$ cat src/rtl/wb_arbiter.sv
// Writeback arbiter: pipeline result always owns the register-file port; unit results
// go direct when the port is free or wait in a FIFO. Define WB_RR_EN for round-robin unit grant.
module wb_arbiter #(
    parameter int XLEN  = 32,
    parameter int NSRC  = 4,
    parameter int DEPTH = 4
) (
    input  logic                        clk,
    input  logic                        Rst_n,
    input  logic                        hold,
    input  logic                        p_valid,
    input  logic [4:0]                  p_rd,
    input  logic [XLEN-1:0]             p_data,
    input  logic [NSRC-2:0]             u_valid,
    output logic [NSRC-2:0]             u_ready,
    input  logic [5*(NSRC-1)-1:0]       u_rd,
    input  logic [XLEN*(NSRC-1)-1:0]    u_data,
    output logic                        rf_we,
    output logic [4:0]                  rf_rd,
    output logic [XLEN-1:0]             rf_data,
    output logic [$clog2(DEPTH):0]      q_count,
    output logic                        q_full
);
    localparam int NU = NSRC - 1;
    localparam int AW = $clog2(DEPTH);
    localparam int GW = $clog2(NSRC);

    logic [4:0]      q_rd   [DEPTH];
    logic [XLEN-1:0] q_data [DEPTH];
    logic [DEPTH-1:0] q_vld;
    logic [AW:0]     wptr, rptr;
    logic            q_empty;

    logic [GW-1:0]   g_idx;
    logic            g_any;
    logic [4:0]      g_rd;
    logic [XLEN-1:0] g_dat;
    logic            p_take, head_take, acc, g_keep, do_direct, do_enq;

    assign q_empty = (wptr == rptr);
    assign q_full  = (wptr[AW-1:0] == rptr[AW-1:0]) && (wptr[AW] != rptr[AW]);
    assign q_count = wptr - rptr;

`ifdef WB_RR_EN
    logic [GW-1:0] rr_ptr;

    // Search units cyclically starting at rr_ptr (unit numbers run 1..NU).
    always_comb begin
        int u;
        g_any = 1'b0;
        g_idx = '0;
        u     = 0;
        for (int k = 0; k < NU; k++) begin
            u = (int'(rr_ptr) - 1 + k) % NU + 1;
            if (!g_any && u_valid[u-1]) begin
                g_any = 1'b1;
                g_idx = GW'(u);
            end
        end
    end

    always_ff @(posedge clk) begin
        if (!Rst_n)
            rr_ptr <= GW'(1);
        else if (acc)
            rr_ptr <= (g_idx == GW'(NU)) ? GW'(1) : g_idx + 1'b1;
    end
`else
    always_comb begin
        g_any = 1'b0;
        g_idx = '0;
        for (int u = NU; u >= 1; u--) begin
            if (u_valid[u-1]) begin
                g_any = 1'b1;
                g_idx = GW'(u);
            end
        end
    end
`endif

    always_comb begin
        g_rd  = '0;
        g_dat = '0;
        for (int u = 0; u < NU; u++) begin
            if (g_idx == GW'(u + 1)) begin
                g_rd  = u_rd[u*5 +: 5];
                g_dat = u_data[u*XLEN +: XLEN];
            end
        end
    end

    assign p_take    = p_valid && (p_rd != 5'd0);
    assign head_take = !p_take && !q_empty;

    // Handshake: a unit result transfers on u_valid[i] && u_ready[i]; only the granted unit
    // sees ready. rd==0 is always taken and discarded; otherwise a busy pipeline needs FIFO room
    // (an idle pipeline means either direct write or a head pop frees a slot).
    assign acc       = !hold && g_any && ((g_rd == 5'd0) || !p_take || !q_full);
    assign g_keep    = acc && (g_rd != 5'd0);
    assign do_direct = g_keep && !p_take && q_empty;
    assign do_enq    = g_keep && (p_take ? (g_rd != p_rd) : !q_empty);

    always_comb begin
        u_ready = '0;
        for (int u = 0; u < NU; u++)
            if (acc && g_idx == GW'(u + 1))
                u_ready[u] = 1'b1;
    end

    always_ff @(posedge clk) begin
        if (!Rst_n) begin
            wptr    <= '0;
            rptr    <= '0;
            q_vld   <= '0;
            rf_we   <= 1'b0;
            rf_rd   <= '0;
            rf_data <= '0;
        end else if (hold) begin
            rf_we <= 1'b0;
        end else begin
            if (p_take) begin
                rf_we   <= 1'b1;
                rf_rd   <= p_rd;
                rf_data <= p_data;
                for (int i = 0; i < DEPTH; i++)
                    if (q_rd[i] == p_rd)
                        q_vld[i] <= 1'b0;
            end else if (head_take) begin
                // A killed head still consumes this slot, just without a write.
                rf_we <= q_vld[rptr[AW-1:0]];
                if (q_vld[rptr[AW-1:0]]) begin
                    rf_rd   <= q_rd[rptr[AW-1:0]];
                    rf_data <= q_data[rptr[AW-1:0]];
                end
                rptr <= rptr + 1'b1;
            end else if (do_direct) begin
                rf_we   <= 1'b1;
                rf_rd   <= g_rd;
                rf_data <= g_dat;
            end else begin
                rf_we <= 1'b0;
            end
            if (do_enq) begin
                q_rd[wptr[AW-1:0]]   <= g_rd;
                q_data[wptr[AW-1:0]] <= g_dat;
                q_vld[wptr[AW-1:0]]  <= 1'b1;
                wptr                 <= wptr + 1'b1;
            end
        end
    end
endmodule

$ cat config.mk
export PLATFORM = sky130hd
export DESIGN_NAME = wb_arbiter
export DESIGN_NICKNAME = d
export VERILOG_FILES = /design/src/rtl/wb_arbiter.sv
export SDC_FILE = /design/constraint.sdc
export NUM_CORES = 1
export LEC_CHECK = 0
export CAP_MARGIN = 20
export CORE_UTILIZATION = 40
export CTS_BUF_LIST = sky130_fd_sc_hd__clkbuf_8
export DETAILED_ROUTE_END_ITERATION = 6
export GPL_TIMING_DRIVEN = 0
export PLACE_DENSITY = 0.76
export SLEW_MARGIN = 10
export SYNTH_ARGS = -nofsm -noshare
export SYNTH_HDL_FRONTEND = slang
export SYNTH_SLANG_ARGS = --single-unit
$ cat constraint.sdc
create_clock -name clk -period 3.78 [get_ports clk]
set_input_delay 0.567 -clock clk [delete_from_list [all_inputs] [get_ports clk]]
set_output_delay 0.567 -clock clk [all_outputs]
set_load 0.05 [all_outputs]
# Word level (Yosys, flattened, before mapping)
# Memories as Yosys holds them, arrays and structs flattened. A register that Yosys moved wholly into a read port is not among the register bits.
# Cells that the tools add are included.
# totals
regBits	48
latchBits	0
mem_bits_rw	148
rom_bits	0
inputBits	155
out_inout_bits	45
elab_cells	104
mem_count	2
# classes
add_sub_neg	3
n_mul	0
div_mod_pow	0
magnitude_cmp	3
n_eq_ne	12
n_shift	0
mux	47
n_bitwise	4
reduce_logical	27
# memory_table
name	words	word_bits	rd	rd_ports_with_merged_regs	wr	line_no	rtl
q_data	4	32	1	1	1	29	logic [XLEN-1:0] q_data [DEPTH];
q_rd	4	5	5	1	1	28	logic [4:0] q_rd [DEPTH];
# op_table
operator	count
32-bit 2-to-1 mux	7
5-bit 2-to-1 mux	7
5-bit == test	4
1-bit 2-to-1 mux	20
4-bit 2-to-1 mux	4
2-bit 2-to-1 mux	7
1-bit logical AND	13
5-bit nonzero test	2
3-bit by 1-bit adder with 3-bit output, second input constant	2
2-bit by 3-bit less-than comparator with 1-bit output, second input constant	2
3-bit AND reduction	2
5-bit zero test	1
5-bit != test	1
2-bit == test, second input constant	2
1-bit zero test	4
4-bit bitwise OR	1
3-bit == test	1
3-bit by 2-bit != test with 1-bit output, second input constant	1
1-bit NOT	3
3-bit nonzero test	1
3-bit subtractor	1
1-bit binary-select mux with 2-bit select	1
1-bit demux with 2-bit select	1
2-bit by 1-bit == test with 1-bit output, second input constant	1
6 further kinds	7

# Depth between registers and ports, before layout
# depth
depth_word	17
mapped_depth	9

# Least setup slack after synthesis
# No wires, ideal clock.
# synth_timing
path_kind	input-to-reg
from	input port p_rd[3]
to	memory q_data[3][0], enable pin
setup_ns	0.398
arrival_ns	2.909
required_time_ns	3.382
path_slack_ns	0.473
cell_stages	8
path_buffers	2
cell_sequence	buf_6 > or2_1 > o41ai_2 > mux2_2 > nor2_1 > o211a_1 > buf_4 > and4b_1
# synth_between
elab_chain_len	12
# synth_lines
element	line_no	rtl
start: declaration	12	input logic [4:0] p_rd,
5-bit nonzero test	92	assign p_take = p_valid && (p_rd != 5'd0);
1-bit logical AND	92	
1-bit zero test	98	assign acc = !hold && g_any && ((g_rd == 5'd0) || !p_take || !q_full);
1-bit logical OR (2 in a row)	98	
1-bit logical AND	98	
1-bit logical AND	99	assign g_keep = acc && (g_rd != 5'd0);
1-bit logical AND *	101	assign do_enq = g_keep && (p_take ? (g_rd != p_rd) : !q_empty);
1-bit 2-to-1 mux *	143	if (do_enq) begin
1-bit 2-to-1 mux *	118	end else if (hold) begin
1-bit 2-to-1 mux *	111	if (!Rst_n) begin
1-bit 2-to-1 mux (not written as such) *	145	q_data[wptr[AW-1:0]] <= g_dat;
end: declaration	29	
# Every way passes the cells marked *; elsewhere a longest branch is shown, timed or not.

# Worst setup path after layout
# layout_timing
from	input port u_valid[1]
to	output port u_ready[0]
# layout_between
elab_chain_len	12
# layout_lines
element	line_no	rtl
start: declaration	14	input logic [NSRC-2:0] u_valid,
2-bit 2-to-1 mux * (2 in a row)	73	if (u_valid[u-1]) begin
2-bit by 1-bit == test with 1-bit output	85	if (g_idx == GW'(u + 1)) begin
5-bit 2-to-1 mux (2 in a row)	85	
5-bit 2-to-1 mux *	85	
net g_rd[2]	36	logic [4:0] g_rd;
5-bit zero test *	98	
1-bit logical OR * (2 in a row)	98	
1-bit logical AND *	98	
1-bit logical AND *	106	if (acc && g_idx == GW'(u + 1))
1-bit 2-to-1 mux *	106	
end: declaration	15	output logic [NSRC-2:0] u_ready,
# The timed path passes the listed nets; every way through them passes the cells marked *.

==> results.cfg <==
[sta]
maxSlewViolCount = 0
hold_violations = 0
setup_slack_ns = 0.0525
min_period_ns = 3.73
maxSlewHeadroom_pct = 45.1
tns_ns = 0
setup_violations = 0
rsz0062_at_grt = no
max_freq_mhz = 268
fin_skew_ns = 0.0123
period_share_pct = 98.6
tightestPinTransition_ns = 0.823

[clock_tree]
tritoncts = built
clock_latency_ns = 0.48
numCtsBuffers = 17
postCtsSetupBuffers = 0
h-tree-depth = 4
clk_pin_slew_ns = 0.10
clockBufferDepth = 2
cts.sinks = 198
root_buffer = clkbuf_8

[logic_synthesis]
syn_avg_cell_area_sq_um = 13.1
netlist.area_leader.share_pct = 45.5
ys_ff_latch = 198
synth_warnings = 0
synth_commonest_cells = edfxtp_1 (148), nand2_1 (54), dfxtp_1 (50)
synth_fp_nets = 907
synth_cell_types = 62
post-synth-top-count-cell = edfxtp_1
syn_inst = 744
synth-edff-count = 148
synthTopCellsByArea = edfxtp_1 (45%), dfxtp_1 (10%), mux4_2 (8.8%), mux2i_1 (4.2%), a2bb2oi_1 (2.9%)
seq_area_frac_synth_pct = 55.7
synth_top_flop_cell = edfxtp_1
synth_area_sq_mm = 0.00977
synth_top_cell_by_area = edfxtp_1
async_reset_ff_share_pct = 0

[critical_path]
path_class = input port to output port
crit_fanout = 7
cp.required_ns = 3.21
crit_path_end_kind = output port
start_kind = input port
arrival_ns = 3.16
regToRegSetupSlack_ns = 0.88

[global_route]
grt_usage_pct = 22.5
grt_pass1_vias = 7179
grt_max_degree = 28
antenna_found_initial = 6
grt_pass1_wl_um = 41000
grt_overflow = 0

[route]
drtIter0Drc = 550
wl_per_cell_um = 21.5
drtAntennaViolNets = 0
vias = 7280
vias_per_cell = 5.60
firstDrtPassIters = 6
finalWirelength_um = 27900
drcViolationCount = 0

[placement]
hpwl_um = 20500
placed_area_sq_mm = 0.0122
io_buffers = 194
place_congestion = 0.897
preCtsSetupSlack_ns = -0.164

[pwr]
cellLeakagePower_nw = 4.21
power_density_mw_per_mm2 = 422
max-vdd-ir-drop_v = 0.000212

[cells_and_area]
nNetsFinal = 1124
final_area_sq_mm = 0.0126
syn_to_final_growth_pct = 29.3
layout-drive-gt1-share_pct = 15.9
final_util_pct = 53.3

[floorplan]
initial_core_util_pct = 41.3
die_w_um = 158
rows = 56
dieArea_sq_mm = 0.0251
io_pins = 200
dieHeight_um = 158
core_sq_mm = 0.0237

[flow_run]
maxCapViolCount = 0

[status]
status = complete, no violations

[worst_hold_path]
min_path_type = flip-flop to flip-flop
worst paths after layout:
check | start | to | cells after the start
setup / recovery | u_valid[1] | u_ready[0] | 8
hold / removal | rf_data[12] | rf_data[12] | 2
setup reg to reg | wptr[0] | q_data[0][12] | 9
hold reg to reg | rf_data[12] | rf_data[12] | 2
flip-flops by register name, summed over array words and instances, names as in the netlist, named ones only:
register  flops
q_data      128
q_rd         20
q_vld         4
rf_data      32
rf_rd         5
rf_we         1
rptr          3
wptr          3
per-layer routing:
layer  share of wire [%]  track usage (%)  routed length, um  vias up
li1                    -                -                  -     3345
met4                 2.5             9.34                684        4
met2                  49             37.0              13700      292
met5               0.083                0                 23        -
met3                 6.6             4.95               1830       45
met1                  42             28.7              11600     3594
critical path: stages:
cell	delay, ns
clkdlybuf4s50_1	0.58
nand3b_1	0.20
a31oi_2	0.20
nor4_2	0.44
nand2_1	0.13
nand3_1	0.13
nor3b_1	0.35
clkdlybuf4s15_1	0.56
per-stage QoR:
stage                     hold WS [ns]  instances  total power, mW
after CTS                        0.475       1293             5.35
final                            0.471       1299             5.33
after detailed placement         0.461       1261             3.98
after global routing             0.505       1296             5.53
after floorplan                  0.439        744             3.45
after global placement           0.449       1257             3.95
layout by cell type (no fill, tap or decap), types with 3 or more instances in the layout:
cell type | netlist | final
nand3b_1 | 36 | 36
o21ai_1 | 8 | 8
o311a_1 | 3 | 3
a21oi_1 | 35 | 35
buf_1 | 9 | 9
buf_4 | 4 | 4
nand2b_1 | 3 | 3
o21ai_2 | 19 | 19
inv_8 | 0 | 4
diode_2 | 0 | 6
and3_2 | 0 | 3
ha_1 | 7 | 7
mux4_2 | 38 | 38
nand3_1 | 14 | 14
xnor2_1 | 21 | 21
clkinv_4 | 0 | 3
xor2_1 | 5 | 5
o211ai_1 | 35 | 35
buf_2 | 26 | 26
a2bb2oi_1 | 32 | 32
nand2_1 | 54 | 54
clkbuf_1 | 22 | 22
a31o_2 | 4 | 4
mux2i_1 | 41 | 41
dfxtp_1 | 50 | 50
buf_6 | 6 | 6
edfxtp_1 | 148 | 148
clkbuf_8 | 0 | 17
inv_1 | 16 | 17
nand4_1 | 35 | 35
o21ai_0 | 15 | 15
nor2b_1 | 6 | 6
clkdlybuf4s50_1 | 0 | 191
nor2_1 | 9 | 9
layout make-up:
type,instances,area (sq um)
buffer,69,374
clock inverter,15,171
fill,2069,11100
inverter,17,63.8
clock buffer,17,234
timing repair buffer,198,2030
multi-input combinational,460,3890
antenna,6,15.0
sequential,198,5450
tap,319,399
power breakdown:
group	switching, mW	internal [mW]	leakage, nW
combinational	0.819	0.598	2.25
clock	0.793	0.609	0.210
sequential	0.0523	2.46	1.75
timing repair:
action	4_1_cts	5_1_grt
resized for setup	3	1
setup endpoints to repair	3	1
hold buffers	0	0
logic make-up after synthesis:
logic type                 count (synthesis)  share of synthesized area, %
and+or+nand+nor                          173                          10.0
DFF                                      198                          55.7
adders and majority gates                  8                          1.10
AOI/OAI and AO/OA                        173                          13.3
muxes                                     80                          13.1
buffers and inverters                     86                          4.48
xor gates and xnor gates                  26                          2.33
Power figures use the tool's default switching activity.
